### config.mk
export PLATFORM = sky130hd
export DESIGN_NAME = unit_clause_tracker_flat
export DESIGN_NICKNAME = d
export VERILOG_FILES = /design/src/rtl/unit_clause_tracker_if.sv /design/src/rtl/unit_clause_tracker.sv /design/src/flat_wrapper.sv
export SDC_FILE = /design/constraint.sdc
export NUM_CORES = 1
export LEC_CHECK = 0
export BUFFER_PORTS_ARGS = -buffer_cell sky130_fd_sc_hd__buf_2
export CORE_AREA = 2 2 90 58
export DETAILED_ROUTE_END_ITERATION = 10
export DIE_AREA = 0 0 92 60
export GPL_TIMING_DRIVEN = 0
export PLACE_DENSITY = 0.78
export SYNTH_ARGS = -nofsm -noshare
export SYNTH_HDL_FRONTEND = slang
export SYNTH_SLANG_ARGS = --single-unit
### constraint.sdc
create_clock -name clk -period 11.11 [get_ports clk]
set_input_delay 2.7775 -clock clk [delete_from_list [all_inputs] [get_ports clk]]
set_output_delay 2.7775 -clock clk [all_outputs]
set_load 0.01 [all_outputs]
### src/rtl/unit_clause_tracker_if.sv
// unit_clause_tracker_if: control (load/set/delete/save/restore), pop handshake (out_valid/out_var/out_ready) and status (unit_clause/count/level/overflow/underflow) bundle
interface unit_clause_tracker_if #(
  parameter int W = 8,
  parameter int NDEL = 2,
  parameter int DEPTH = 4
);
  localparam int IW = $clog2(W);
  localparam int CW = $clog2(W + 1);
  localparam int SW = $clog2(DEPTH + 1);
  logic load_en;
  logic [W-1:0] load_data;
  logic [W-1:0] set_mask;
  logic [NDEL-1:0] del_en;
  logic [NDEL*IW-1:0] del_var;
  logic save;
  logic restore;
  logic [W-1:0] unit_clause;
  logic out_valid;
  logic [IW-1:0] out_var;
  logic out_ready;
  logic [CW-1:0] count;
  logic [SW-1:0] level;
  logic overflow;
  logic underflow;
  modport master (
    output load_en, load_data, set_mask, del_en, del_var, save, restore, out_ready,
    input unit_clause, out_valid, out_var, count, level, overflow, underflow
  );
  modport slave (
    input load_en, load_data, set_mask, del_en, del_var, save, restore, out_ready,
    output unit_clause, out_valid, out_var, count, level, overflow, underflow
  );
endinterface

### src/rtl/unit_clause_tracker.sv
// unit_clause_tracker: pending unit-clause vector with set/delete/pop/load and a save/restore stack; ports clk, rst (async high), bus (slave)
module unit_clause_tracker #(
  parameter int W = 8,
  parameter int NDEL = 2,
  parameter int DEPTH = 4
) (
  input logic clk,
  input logic rst,
  unit_clause_tracker_if.slave bus
);
  localparam int IW = $clog2(W);
  localparam int CW = $clog2(W + 1);
  localparam int SW = $clog2(DEPTH + 1);
  localparam int AW = DEPTH > 1 ? $clog2(DEPTH) : 1;
  logic [W-1:0] uc, clr, nxt;
  logic [W-1:0] stack [DEPTH];
  logic [SW-1:0] lvl, lm1;
  logic ovf, udf;
  logic [IW-1:0] low;
  logic [CW-1:0] pc;
  logic pop, full, can_pop;
  assign lm1 = lvl - SW'(1);
  assign full = lvl == SW'(DEPTH);
  assign can_pop = lvl != '0;
  assign pop = |uc && bus.out_ready;
  always_comb begin
    low = '0;
    for (int i = W - 1; i >= 0; i--) low = uc[i] ? IW'(i) : low;
    pc = '0;
    for (int i = 0; i < W; i++) pc = pc + CW'(uc[i]);
    clr = '0;
    for (int k = 0; k < NDEL; k++)
      if (bus.del_en[k] && int'(bus.del_var[k*IW +: IW]) < W) clr[bus.del_var[k*IW +: IW]] = 1'b1;
    if (pop) clr[low] = 1'b1;
    nxt = bus.load_en ? bus.load_data : (uc | bus.set_mask) & ~clr;
  end
  always_ff @(posedge clk or posedge rst)
    if (rst) begin
      uc <= '0;
      lvl <= '0;
      ovf <= 1'b0;
      udf <= 1'b0;
    end else if (bus.restore && can_pop) begin
      uc <= stack[lm1[AW-1:0]];
      lvl <= lm1;
    end else begin
      uc <= nxt;
      if (bus.restore) udf <= 1'b1;
      else if (bus.save && full) ovf <= 1'b1;
      else if (bus.save) lvl <= lvl + SW'(1);
    end
  // Stack storage has no reset; entries only become readable once pushed.
  always_ff @(posedge clk)
    if (!rst && bus.save && !bus.restore && !full) stack[lvl[AW-1:0]] <= uc;
  assign bus.unit_clause = uc;
  assign bus.out_valid = |uc;
  assign bus.out_var = low;
  assign bus.count = pc;
  assign bus.level = lvl;
  assign bus.overflow = ovf;
  assign bus.underflow = udf;
endmodule

### src/flat_wrapper.sv
// flat-port wrapper written by rule: the top's interface ports become plain ports
module unit_clause_tracker_flat 
#(
  parameter int W = 8,
  parameter int NDEL = 2,
  parameter int DEPTH = 4
)
  (clk, rst, bus_load_en, bus_load_data, bus_set_mask, bus_del_en, bus_del_var, bus_save, bus_restore, bus_out_ready, bus_unit_clause, bus_out_valid, bus_out_var, bus_count, bus_level, bus_overflow, bus_underflow);
  unit_clause_tracker_if #(.W(W), .NDEL(NDEL), .DEPTH(DEPTH)) bus_i ();
  input logic clk;
  input logic rst;
  input wire logic [$bits(bus_i.load_en)-1:0] bus_load_en;
  input wire logic [$bits(bus_i.load_data)-1:0] bus_load_data;
  input wire logic [$bits(bus_i.set_mask)-1:0] bus_set_mask;
  input wire logic [$bits(bus_i.del_en)-1:0] bus_del_en;
  input wire logic [$bits(bus_i.del_var)-1:0] bus_del_var;
  input wire logic [$bits(bus_i.save)-1:0] bus_save;
  input wire logic [$bits(bus_i.restore)-1:0] bus_restore;
  input wire logic [$bits(bus_i.out_ready)-1:0] bus_out_ready;
  output wire logic [$bits(bus_i.unit_clause)-1:0] bus_unit_clause;
  output wire logic [$bits(bus_i.out_valid)-1:0] bus_out_valid;
  output wire logic [$bits(bus_i.out_var)-1:0] bus_out_var;
  output wire logic [$bits(bus_i.count)-1:0] bus_count;
  output wire logic [$bits(bus_i.level)-1:0] bus_level;
  output wire logic [$bits(bus_i.overflow)-1:0] bus_overflow;
  output wire logic [$bits(bus_i.underflow)-1:0] bus_underflow;
  assign bus_i.load_en = bus_load_en;
  assign bus_i.load_data = bus_load_data;
  assign bus_i.set_mask = bus_set_mask;
  assign bus_i.del_en = bus_del_en;
  assign bus_i.del_var = bus_del_var;
  assign bus_i.save = bus_save;
  assign bus_i.restore = bus_restore;
  assign bus_i.out_ready = bus_out_ready;
  assign bus_unit_clause = bus_i.unit_clause;
  assign bus_out_valid = bus_i.out_valid;
  assign bus_out_var = bus_i.out_var;
  assign bus_count = bus_i.count;
  assign bus_level = bus_i.level;
  assign bus_overflow = bus_i.overflow;
  assign bus_underflow = bus_i.underflow;
  unit_clause_tracker #(.W(W), .NDEL(NDEL), .DEPTH(DEPTH)) u_core (.clk(clk), .rst(rst), .bus(bus_i));
endmodule
# --- After elaboration in Yosys (flattened, before gate mapping) ---
# Memory sizes are Yosys's and may differ from the RTL's.
# Cells that the tools add are included.
word_totals:
  register_bits: 13
  ram_bits: 32
  in_bits: 30
  output_inout_bits: 21
  word_cells: 73
  n_memories: 1
classes:
  add_sub_neg: 9
  order_cmp: 6
  eq_ne: 3
  n_mux: 25
  bitwise: 7
  n_reduce_logical: 18
memory_table:
  columns: ["memory", "depth", "width", "read_ports", "rd_clocked_by_memory_dff", "wr", "line", "source"]
  rows:
  - ["u_core.stack", 4, 8, 1, 0, 1, "unit_clause_tracker.sv:16", "logic [W-1:0] stack [DEPTH];"]
op_table:
  columns: ["operator", "count"]
  rows:
  - ["$mux W8", 5]
  - ["$mux W3", 12]
  - ["$add A4 B1 Y4", 6]
  - ["$or A8 B8 Y8", 3]
  - ["$lt A3 B4 Y1 const B", 3]
  - ["$demux W1 S3", 3]
  - ["$ge A3 B1 Y1 const B", 3]
  - ["$logic_and A1 B1 Y1", 9]
  - ["$and A8 B8 Y8", 1]
  - ["$not A8 Y8", 1]
  - ["$reduce_or A8 Y1", 1]
  - ["$reduce_and A3 Y1", 2]
  - ["$mux W1", 5]
  - ["$ne A2 B1 Y1 const B", 2]
  - ["$add A3 B1 Y3 const B", 1]
  - ["$eq A3 B3 Y1 const B", 1]
  - ["$logic_not A1 Y1", 3]
  - ["$reduce_bool A3 Y1", 1]
  - ["$sub A3 B1 Y3 const B", 1]
  - ["$add A1 B1 Y2", 1]
  - ["$not A1 Y1", 2]
  - ["$reduce_and A2 Y1", 1]
  - ["$reduce_bool A2 Y1", 1]

# --- Logic depth before layout (Yosys ltp) ---
# Gate-level depths: netlist of the first run.
depth:
  ltp_word: 18
  mapped_depth: 11
  mapped_depth_nobuf: 10

# --- Worst setup path before layout of the first run ---
# Ideal clock, no wire load.
synth_path:
  kind: "register to output"
  from: "register u_core.uc[1], in the netlist u_core.bus.unit_clause[1]"
  to: "output port bus_count[1]"
  t_arrival_ns: 2.961
  required_ns: 8.333
  setup_slack_ns: 5.371
  path_stages_with_launch: 12
  n_path_buf: 1
  cell_sequence: "dfrtp_1 > clkbuf_1 > inv_1 > ha_1 > inv_1 > fa_1 > fa_1 > inv_1 > fa_1 > inv_1 > fa_1 > inv_1"
synth_between:
  elab_chain_len: 7
synth_lines:
  columns: ["element", "line", "source"]
  rows:
  - ["start: declaration", "unit_clause_tracker.sv:15", "logic [W-1:0] uc, clr, nxt;"]
  - ["start signal: assignment", "unit_clause_tracker.sv:44", "uc <= stack[lm1[AW-1:0]];"]
  - ["start signal: assignment", "unit_clause_tracker.sv:47", "uc <= nxt;"]
  - ["$add A1 B1 Y2", "unit_clause_tracker.sv:30", "for (int i = 0; i < W; i++) pc = pc + CW'(uc[i]);"]
  - ["$add A4 B1 Y4 (6 in a row)", "unit_clause_tracker.sv:30", null]
  - ["end: declaration", "flat_wrapper.sv:23", "output wire logic [$bits(bus_i.count)-1:0] bus_count;"]
# Every way passes these cells.

# --- Worst setup path in the final report of the first run ---
# Ends and elaborated chain as after synthesis.

==> results of run 1 <==
==> where the power goes <==
| part | leakage, nW | switching [mW] | internal [mW] | total [mW] |
|---|---|---|---|---|
| Combinational | 0.668 | 0.237 | 0.200 | 0.438 |
| Clock | 0.0552 | 0.0555 | 0.0668 | 0.122 |
| Sequential | 0.435 | 0.0602 | 0.228 | 0.288 |
==> area by class of cell <==
cell class	instances	area, um2
Buffer	6	32.5
Multi-Input combinational cell	129	1100
Clock inverter	2	35.0
Fill cell	400	1830
Inverter	17	63.8
Tap cell	66	82.6
Timing Repair Buffer	50	250
Sequential cell	45	1290
Clock buffer	6	72.6
==> layout by cell type (no fill, tap or decap), types with 2 or more instances in the layout <==
cell type	instances
o21a_1	2
o21ai_0	4
mux4_2	8
o22ai_1	6
nor3_1	5
nor4b_1	3
o2111ai_1	4
fa_1	4
nand3b_1	2
a21oi_1	9
nand4_1	2
nand4b_1	5
dfrtp_1	13
clkbuf_1	4
nand2b_1	3
edfxtp_1	32
ha_1	10
nor4_1	2
nor2_1	16
nor4bb_1	5
clkbuf_8	5
nor2b_1	4
nand2_1	9
inv_1	17
buf_2	51
xnor2_1	2
and2_1	5
==> stage by stage <==
stage,util,cell area [um2],std cells,setup slack [ns]
global placement,0.592,2820,313,5.15
floorplan,-,2480,197,5.37
CTS,0.615,2920,321,4.75
detailed placement,0.592,2820,313,5.09
global route,0.615,2920,321,4.59
finish,0.615,2920,321,4.75
==> synth_stat cells, types with 4 or more instances <==
library cell,n
edfxtp_1,32
inv_1,17
nor2_1,16
dfrtp_1,13
ha_1,10
a21oi_1,9
nand2_1,9
mux4_2,8
o22ai_1,6
and2_1,5
nand4b_1,5
nor3_1,5
nor4bb_1,5
fa_1,4
nor2b_1,4
o2111ai_1,4
o21ai_0,4
==> registers in the layout, indices dropped and copies added, names as in the netlist <==
register,cells
u_core.stack,32
u_core.bus.underflow,1
u_core.bus.unit_clause,8
u_core.bus.overflow,1
u_core.bus.level,3
==> path summary, 6_finish.rpt <==
path / to / slack [ns] / cells after the start
worst max-delay path: bus_count[1] / 4.75 / 12
worst min-delay path: u_core.bus.underflow / 0.47 / 1
worst max register to register: u_core.stack[0][4] / 8.56 / 7
worst min register to register: u_core.bus.underflow / 0.47 / 1
max in group asynchronous: u_core.bus.overflow / 8.21 / 2
min in group asynchronous: u_core.bus.unit_clause[0] / 2.52 / 2
==> metal layers <==
metal  global-route usage  routed length (um)  vias to the layer above  part of all wire
met5                    0                   0                        -                 0
met4               0.0405                  18                        0            0.0032
met3               0.0492                 302                        3             0.053
met2                0.338                2640                       63              0.46
met1                0.343                2710                      880              0.48
li1                     -                   -                      874                 -
==> cells by family (layout without fill, tap and decap cells) <==
| group | after synthesis | count (layout) |
|---|---|---|
| AO/OA/AOI/OAI | 36 | 36 |
| adder cells (fa/ha/maj) | 14 | 14 |
| AND/OR/NAND/NOR | 69 | 69 |
| flip-flops | 45 | 45 |
| XOR/XNOR | 2 | 2 |
| buffers and inverters | 23 | 81 |
| multiplexers | 8 | 8 |
==> worst reg2reg max path, delay by kind of cell, from the launching register on <==
family	cells	cell delay (ns)
fa+ha+maj	2	0.44
flops	1	0.44
buf+inv	2	0.31
simple gates	3	1.01
==> qor.csv, run 1 <==
metric,value,unit
synth.distinct_cells,47,
synth_compound_area_frac,0.102,
hold_slack,0.466,ns
skew,0.0109,ns
die_x,92,um
max-vdd-ir-drop,0.343,mV
synth_edf_count,32,
worstSetupStartpoint,u_core.bus.unit_clause[1],
worst_slew_pin_slew,0.560,ns
final_nets,298,
port_buffers,50,
syn2layout_area_growth,17.7,%
synth_area_leaders,"edfxtp_1 39%, dfrtp_1 13%, mux4_2 7.3%, ha_1 5.0%, fa_1 3.2%",
antenna_found_initial,0,
core_area,0.00475,mm2
yosys.area_share.simple,0.179,
rsz0062_at_grt,false,
cpMostUsedCell,inv_1,
vias,1820,
numCtsBuffers,5,
drc,0,
hold_path.class,reg -> reg,
drive_above_1_share,0.294,
antenna_left,0,
wire_per_inst,17.7,um
crit_path_start_kind,register,
cp_top_family,adder cells,
insertion_delay,0.30,ns
synth_xor_area_frac,0.00705,
cap_violations,0,
ys.flop_type,edfxtp_1,
cp.required,8.33,ns
path_clk_slew,0.09,ns
place_congestion,0.892,
die-area,0.00552,mm2
grt_pass1_vias,1740,
root_buffer,clkbuf_8,
crit_type,reg -> out,
critPathMaxFanout,8,
netlist_instances,197,
worstSetupEndpointType,output pin,
hold_viol,0,
grt_pass1_wl,9.20,mm
postCtsHoldBufs,0,
grt_start_max_net_pins,15,
relSlewSlack,0.626,
synth_top_family_by_area,simple AND/OR/NAND/NOR gates,
setup_violations,0,
path_cells,clkbuf_1 > inv_1 > ha_1 > inv_1 > fa_1 > fa_1 > inv_1 > fa_1 > inv_1 > fa_1 > inv_1 > buf_2,
crit_buf_inv,7,
grt.overflow.total,0,
syn_area_per_cell,12.6,um2
ios,51,
synthMuxAreaShare,0.0725,
drt_iter0_drc,177,
power.leakage,1.16,nW
clkSinkCount,45,
cts_resized,0,
power,848,uW
finalMaxSlewViolations,0,
holdCritStartpoint,u_core.bus.underflow,
h-tree-depth,2,
cpMaxStageDelayCell,fa_1,
arrival,3.58,ns
clock_path_buffers,2,
max_stage_delay,0.49,ns
post_cts_buffers,0,
yosys_register_bits,45,
tns,0,ns
rr_startpoint,u_core.bus.level[0],
syn_area,0.00248,mm2
vias_per_cell,5.67,
yosysSeqAreaShare,0.518,
dp_hpwl,4.19,mm
cts_tree,built,
synthAdderAreaFrac,0.0826,
grt_usage,0.225,
wl,5.67,mm
syn_nets,241,
async_flop_share,0.289,
yosys_warnings,0,
rows,20,
first_pass_iters,7,
synth_largest_area_cell,edfxtp_1,
power_per_cell_area,290,mW/mm2
start_util,0.522,
die_h,60,um
min_period,6.36,ns
fin_crit_sh,0.573,
max_freq,157,MHz
synth_top_area_frac,0.387,
antenna_cells,0,
outcome,"complete, no violations",
No activity file was read; power rests on OpenSTA's default activity.
==> run 2, diff against run 1 <==
--- a/config.mk
+++ b/config.mk
@@ -6,11 +6,11 @@
 export NUM_CORES = 1
 export LEC_CHECK = 0
 export BUFFER_PORTS_ARGS = -buffer_cell sky130_fd_sc_hd__buf_2
-export CORE_AREA = 2 2 90 58
+export CORE_AREA = 2 2 95 61
 export DETAILED_ROUTE_END_ITERATION = 10
-export DIE_AREA = 0 0 92 60
+export DIE_AREA = 0 0 97 63
 export GPL_TIMING_DRIVEN = 0
-export PLACE_DENSITY = 0.78
+export PLACE_DENSITY = 0.74
 export SYNTH_ARGS = -nofsm -noshare
 export SYNTH_HDL_FRONTEND = slang
 export SYNTH_SLANG_ARGS = --single-unit
==> constraint.sdc (replaced) <==
create_clock -name clk -period 5.3 [get_ports clk]
set_input_delay 1.325 -clock clk [delete_from_list [all_inputs] [get_ports clk]]
set_output_delay 1.325 -clock clk [all_outputs]
set_load 0.01 [all_outputs]
==> run 2 against run 1 <==
Compared with the run above:
- register-to-register slack worse by 5.8 ns
- sequential power grew 110%
- non-clock buffer count is the same
- cell count rose by 0.93%
- via count fell by 0.77%
- setup slack worse by 4.3 ns
- combinational power rose by 110%
- power up 110%
==> qor.csv, run 2 (synthesis results as in run 1) <==
metric,value,unit,change
post_cts_buffers,0,,unchanged
wl,5.73,mm,+1.0%
power_switching_share,0.425,,+0.00913
drt_iter0_drc,128,,-28%
antenna_left,0,,unchanged
vias_per_cell,5.57,,-1.7%
setup_violations,0,,unchanged
grt_pass1_wl,9.31,mm,+1.2%
fin_ws,0.399,ns,-4.35 ns
core_area,0.00528,mm2,+11%
syn2layout_area_growth,17.4,%,
fin_crit_sh,0.925,,
die-area,0.00611,mm2,+11%
rsz0062_at_grt,false,,
clock_path_buffers,2,,unchanged
insertion_delay,0.29,ns,about the same
critPathMaxFanout,8,,unchanged
h-tree-depth,2,,unchanged
final_cell_mix,"51 x buf_2, 32 x edfxtp_1, 17 x inv_1",,
power_per_cell_area,596,mW/mm2,+110%
clkSinkCount,45,,unchanged
max_freq,204,MHz,
grt_usage,0.198,,-0.0269
worstSetupEndpointType,output pin,,
grt_pass1_vias,1798,,+3.3%
crit_path_start_kind,register,,
power.leakage,1.15,nW,-0.35%
final_cells,324,,+0.93%
wire_per_inst,17.7,um,+0.10%
skew,0.0109,ns,+0.0000132 ns
drive_above_1_share,0.298,,+0.00392
vias,1806,,-0.77%
root_buffer,clkbuf_8,,
finalMaxSlewViolations,0,,unchanged
postCtsHoldBufs,0,,unchanged
seqPwrFrac,0.351,,+0.011
dp_hpwl,4.19,mm,about the same
numCtsBuffers,5,,unchanged
antenna_found_initial,0,,unchanged
cts_tree,built,,
numPlacedInstances,316,,+0.96%
grt_start_max_net_pins,15,,unchanged
ios,51,,unchanged
power.share.clock,0.126,,-0.018
outcome,"complete, no violations",,
path_clk_slew,0.08,ns,about the same
worst_slew_pin_slew,0.595,ns,+0.0350 ns
relSlewSlack,0.603,,-0.0234
pre_cts_ws,0.732,ns,-4.36 ns
crit_type,reg -> out,,
mostFrequentLayoutCell,buf_2,,
place_congestion,0.845,,-5.3%
cts_resized,0,,unchanged
tns,0,ns,unchanged
die_h,63,um,+5.0%
largest_reg_flops,32,,unchanged
hold_viol,0,,unchanged
rows,21,,+5.0%
power,1.74,mW,+110%
start_util,0.470,,-0.0521
cap_violations,0,,unchanged
combPwrFrac,0.523,,+0.007
die_x,97,um,+5.4%
grt.overflow.total,0,,unchanged
cp.required,3.97,ns,-4.36 ns
max-vdd-ir-drop,0.658,mV,+92%
switchingPower,740,uW,+110%
min_period,4.90,ns,
hold_path.class,reg -> reg,,
port_buffers,50,,unchanged
arrival,3.58,ns,about the same
first_pass_iters,4,,-3
antenna_cells,0,,unchanged
cell_internal_pwr,999,uW,+100%
drc,0,,unchanged
final_nets,298,,unchanged
run 2: cell types whose count changed in the layout (fill, tap and decap cells not counted):
cell	before	now
bufinv_16	1	0
clkbuf_1	4	3
clkbuf_8	5	6
clkinv_4	0	1
run 2: routing by layer:
layer | GRT usage | share of wire | wire (um) | vias to the layer above
met5 | 0 | 0 | 0 | -
met4 | 0.0387 | 0.0077 | 44 | 0
met3 | 0.0582 | 0.092 | 529 | 7
met2 | 0.300 | 0.44 | 2500 | 66
met1 | 0.286 | 0.46 | 2650 | 869
li1 | - | - | - | 864
run 2: worst paths after layout:
check	start	to	slack, ns	depth (start not counted)
max	u_core.bus.unit_clause[1]	bus_count[1]	0.40	12
min in group asynchronous	rst	u_core.bus.overflow	1.09	2
min	u_core.bus.underflow	u_core.bus.underflow	0.47	1
max reg2reg	u_core.bus.level[0]	u_core.stack[3][1]	2.77	7
max in group asynchronous	rst	u_core.bus.level[1]	3.81	2
min reg2reg	u_core.bus.underflow	u_core.bus.underflow	0.47	1
run 2: cell type report:
class / instances / area (um2)
Clock buffer: 6 / 82.6
Buffer: 6 / 32.5
Sequential cell: 45 / 1290
Timing Repair Buffer: 50 / 250
Tap cell: 69 / 86.3
Clock inverter: 2 / 13.8
Inverter: 17 / 63.8
Multi-Input combinational cell: 129 / 1100
Fill cell: 461 / 2360
run 2: per-stage QoR:
step,hold slack [ns],instance area (um2),util
floorplan,0.504,2480,-
CTS,0.476,2920,0.552
finish,0.475,2920,0.552
global placement,0.450,2820,0.534
detailed placement,0.455,2820,0.534
global route,0.501,2920,0.552
run 2: worst max-delay path, cell delays in order (launching register included):
cell      delay, ns
dfrtp_1        0.47
clkbuf_1       0.38
inv_1          0.09
ha_1           0.29
inv_1          0.05
fa_1           0.44
fa_1           0.49
inv_1          0.05
fa_1           0.37
inv_1          0.08
fa_1           0.40
inv_1          0.06
buf_2          0.12
run 2: power by group through the flow:
stage / sequential [mW] / clock [mW] / combinational (mW)
after floorplan: 0.595 / 0 / 0.627
after global placement: 0.612 / 0 / 0.895
after detailed placement: 0.616 / 0 / 0.919
after CTS: 0.610 / 0.222 / 0.925
after global routing: 0.627 / 0.239 / 1.02
final: 0.610 / 0.219 / 0.910
==> run 3, diff against run 2 <==
--- a/config.mk
+++ b/config.mk
@@ -5,12 +5,14 @@
 export SDC_FILE = /design/constraint.sdc
 export NUM_CORES = 1
 export LEC_CHECK = 0
+export ABC_AREA = 1
 export BUFFER_PORTS_ARGS = -buffer_cell sky130_fd_sc_hd__buf_2
-export CORE_AREA = 2 2 95 61
+export CORE_AREA = 2 2 95 60
 export DETAILED_ROUTE_END_ITERATION = 10
-export DIE_AREA = 0 0 97 63
+export DIE_AREA = 0 0 97 62
 export GPL_TIMING_DRIVEN = 0
 export PLACE_DENSITY = 0.74
+export REMOVE_ABC_BUFFERS = 1
 export SYNTH_ARGS = -nofsm -noshare
 export SYNTH_HDL_FRONTEND = slang
 export SYNTH_SLANG_ARGS = --single-unit
==> run 3 against run 2 <==
Compared with the run above:
- area after synthesis is 0.91% lower
- setup slack gained 0.18 ns
- worst hold slack improved by 0.00080 ns
- first-iteration DRC count rose by 10%
- die area shrank 1.6%
- critical endpoint unchanged
==> qor.csv, run 3 <==
metric,value,unit,change
crit_path_start_kind,register,,
synth_compound_area_frac,0.162,,+0.0594
crit_type,reg -> out,,
mostFrequentLayoutCell,buf_2,,
relSlewSlack,0.364,,-0.239
first_pass_iters,5,,+1
worstSetupEndpointType,output pin,,
final_cells,383,,+18%
hold_viol,0,,unchanged
tns,0,ns,unchanged
switchingPower,847,uW,+14%
max_stage_delay,0.59,ns,+0.10 ns
final_nets,357,,+20%
cts_tree,built,,
r2r_end,u_core.stack[3][7],,
port_buffers,50,,unchanged
synth_top_family_by_area,compound AO/OA/AOI/OAI gates,,
crit_cells,11,,-1
final_cell_mix,"50 x buf_2, 43 x nor2_1, 33 x inv_1",,
grt_usage,0.206,,+0.00827
arrival,3.40,ns,-0.18 ns
largest_reg_flops,32,,unchanged
place_congestion,0.902,,+6.7%
fin_ws,0.575,ns,+0.177 ns
antenna_found_initial,0,,unchanged
numCtsBuffers,5,,unchanged
vias,2076,,+15%
min_period,4.72,ns,-0.177 ns
path_cells,inv_1 > ha_1 > inv_1 > fa_1 > fa_1 > inv_1 > fa_1 > inv_1 > fa_1 > inv_1 > buf_2,,
max_freq,212,MHz,+3.7%
cts_resized,0,,unchanged
power_per_cell_area,650,mW/mm2,+9.0%
wire_per_inst,15.6,um,-12%
seqPwrFrac,0.335,,-0.016
syn_area,0.00246,mm2,-0.91%
finalMaxSlewViolations,0,,unchanged
setup_violations,0,,unchanged
grt_pass1_vias,1823,,+1.4%
power.share.clock,0.141,,+0.015
max-vdd-ir-drop,0.763,mV,+16%
rsz0062_at_grt,false,,
power,1.88,mW,+8.0%
worst_slew_pin_slew,0.950,ns,+0.355 ns
synth_xor_area_frac,0.00712,,+0.0000645
ys.flop_type,edfxtp_1,,
die_x,97,um,unchanged
postCtsHoldBufs,0,,unchanged
vias_per_cell,5.42,,-2.8%
antenna_left,0,,unchanged
rows,21,,unchanged
critPathMaxFanout,10,,+2
worstSetupStartpoint,u_core.bus.unit_clause[0],,
cpMaxStageDelayCell,dfrtp_1,,
worstRegToRegCells,6,,-1
cp_top_family,adder cells,,
cp.required,3.97,ns,about the same
outcome,"complete, no violations",,
h-tree-depth,2,,unchanged
die-area,0.00601,mm2,-1.6%
power_switching_share,0.451,,+0.0256
dp_hpwl,4.29,mm,+2.5%
core_area,0.00528,mm2,unchanged
numPlacedInstances,375,,+19%
pre_cts_ws,0.926,ns,+0.194 ns
drt_iter0_drc,141,,+10%
ios,51,,unchanged
synth_area_leaders,"edfxtp_1 39%, dfrtp_1 13%, nor2_1 6.6%, o21ai_0 5.9%, ha_1 5.1%",,
path_clk_slew,0.08,ns,about the same
synth.most_common_cell,nor2_1,,
grt_pass1_wl,9.35,mm,+0.44%
antenna_cells,0,,unchanged
drc,0,,unchanged
place_area,0.00277,mm2,-1.7%
async_flop_share,0.289,,unchanged
drive_above_1_share,0.242,,-0.0560
design_area,0.00289,mm2,-0.94%
synth_edf_count,32,,unchanged
cpMostUsedCell,inv_1,,
synthMuxAreaShare,0,,-0.0725
grt_start_max_net_pins,22,,+7
nFillCells,482,,+4.6%
power.leakage,1.25,nW,+8.2%
root_buffer,clkbuf_8,,
fin_crit_sh,0.891,,-0.0333
crit_buf_inv,6,,-1
clkSinkCount,45,,unchanged
skew,0.00674,ns,-0.00420 ns
die_h,62,um,-1.6%
grt.overflow.total,0,,unchanged
reg2reg_slack,2.02,ns,-0.75 ns
synthAdderAreaFrac,0.0834,,+0.000756
start_util,0.466,,-0.00426
yosys_warnings,0,,unchanged
critPathCapture,bus_count[1],,
post_cts_buffers,0,,unchanged
yosys.area_share.simple,0.157,,-0.0223
hold_path.class,reg -> reg,,
multi_input_area,0.00101,mm2,-8.6%
cell_internal_pwr,1.03,mW,+3.2%
syn2layout_area_growth,17.4,%,about the same
netlist_instances,260,,+32%
syn_area_per_cell,9.47,um2,-25%
cap_violations,0,,unchanged
insertion_delay,0.30,ns,about the same
synth_largest_area_cell,edfxtp_1,,
wl,5.99,mm,+4.6%
synth_top_area_frac,0.390,,+0.00354
synth.distinct_cells,27,,-43%
rr_startpoint,u_core.bus.level[0],,
clock_path_buffers,2,,unchanged
yosys_register_bits,45,,unchanged
yosysSeqAreaShare,0.523,,+0.00474
combPwrFrac,0.524,,about the same
regArea,0.00129,mm2,unchanged
synth_common_cells,"43 x nor2_1, 33 x inv_1, 32 x edfxtp_1",,
[run 3: how the worst min path moves through the flow]
stage | from | end | slack (ns) | depth (start not counted)
final | u_core.bus.underflow | u_core.bus.underflow | 0.48 | 1
after CTS | u_core.bus.underflow | u_core.bus.underflow | 0.48 | 1
after floorplan | u_core.bus.overflow | u_core.bus.overflow | 0.51 | 1
after detailed placement | u_core.bus.overflow | u_core.bus.overflow | 0.45 | 1
after global placement | u_core.bus.underflow | u_core.bus.underflow | 0.45 | 1
after global routing | u_core.bus.underflow | u_core.bus.underflow | 0.49 | 1
[run 3: cell families (layout without fill, tap and decap cells)]
group           count (synthesis)  count (layout)
simple gates                   88              88
compound gates                 69              69
fa+ha+maj                      14              14
flops                          45              45
buf+inv                        42              96
xor+xnor                        2               2
[run 3: stage by stage]
stage          hold slack (ns)  utilization
6_report                 0.476        0.547
3_5_place_dp             0.453        0.525
5_1_grt                  0.492        0.547
4_1_cts                  0.476        0.547
3_3_place_gp             0.447        0.525
2_1_floorplan            0.512            -
[run 3: worst register-to-register path, delay by kind of cell (launching register included)]
kind | cells | cell delay, ns
adders and majority gates | 2 | 0.57
buffers and inverters | 2 | 0.51
and+or+nand+nor | 2 | 1.00
DFF | 1 | 0.81
[run 3: area by class of cell]
type / instances / area share
clock inverter: 1 / 0.0104
inverter: 38 / 0.0498
clock buffer: 7 / 0.0299
tap: 69 / 0.0299
timing repair buffer: 50 / 0.0866
sequential: 45 / 0.445
multi-input combinational: 173 / 0.348
[run 3: layer usage]
metal,GRT usage,vias up,share of wire
li1,-,997,-
met1,0.316,971,0.49
met2,0.301,101,0.43
met3,0.0358,7,0.069
met4,0.0664,0,0.011
met5,0,-,0
[run 3: power by group through the flow]
| stage | sequential, mW | combinational [mW] | clock, mW |
|---|---|---|---|
| global placement | 0.632 | 0.961 | 0 |
| global route | 0.645 | 1.13 | 0.283 |
| floorplan | 0.606 | 0.645 | 0 |
| finish | 0.628 | 0.985 | 0.265 |
| CTS | 0.627 | 0.986 | 0.266 |
| detailed placement | 0.635 | 0.973 | 0 |
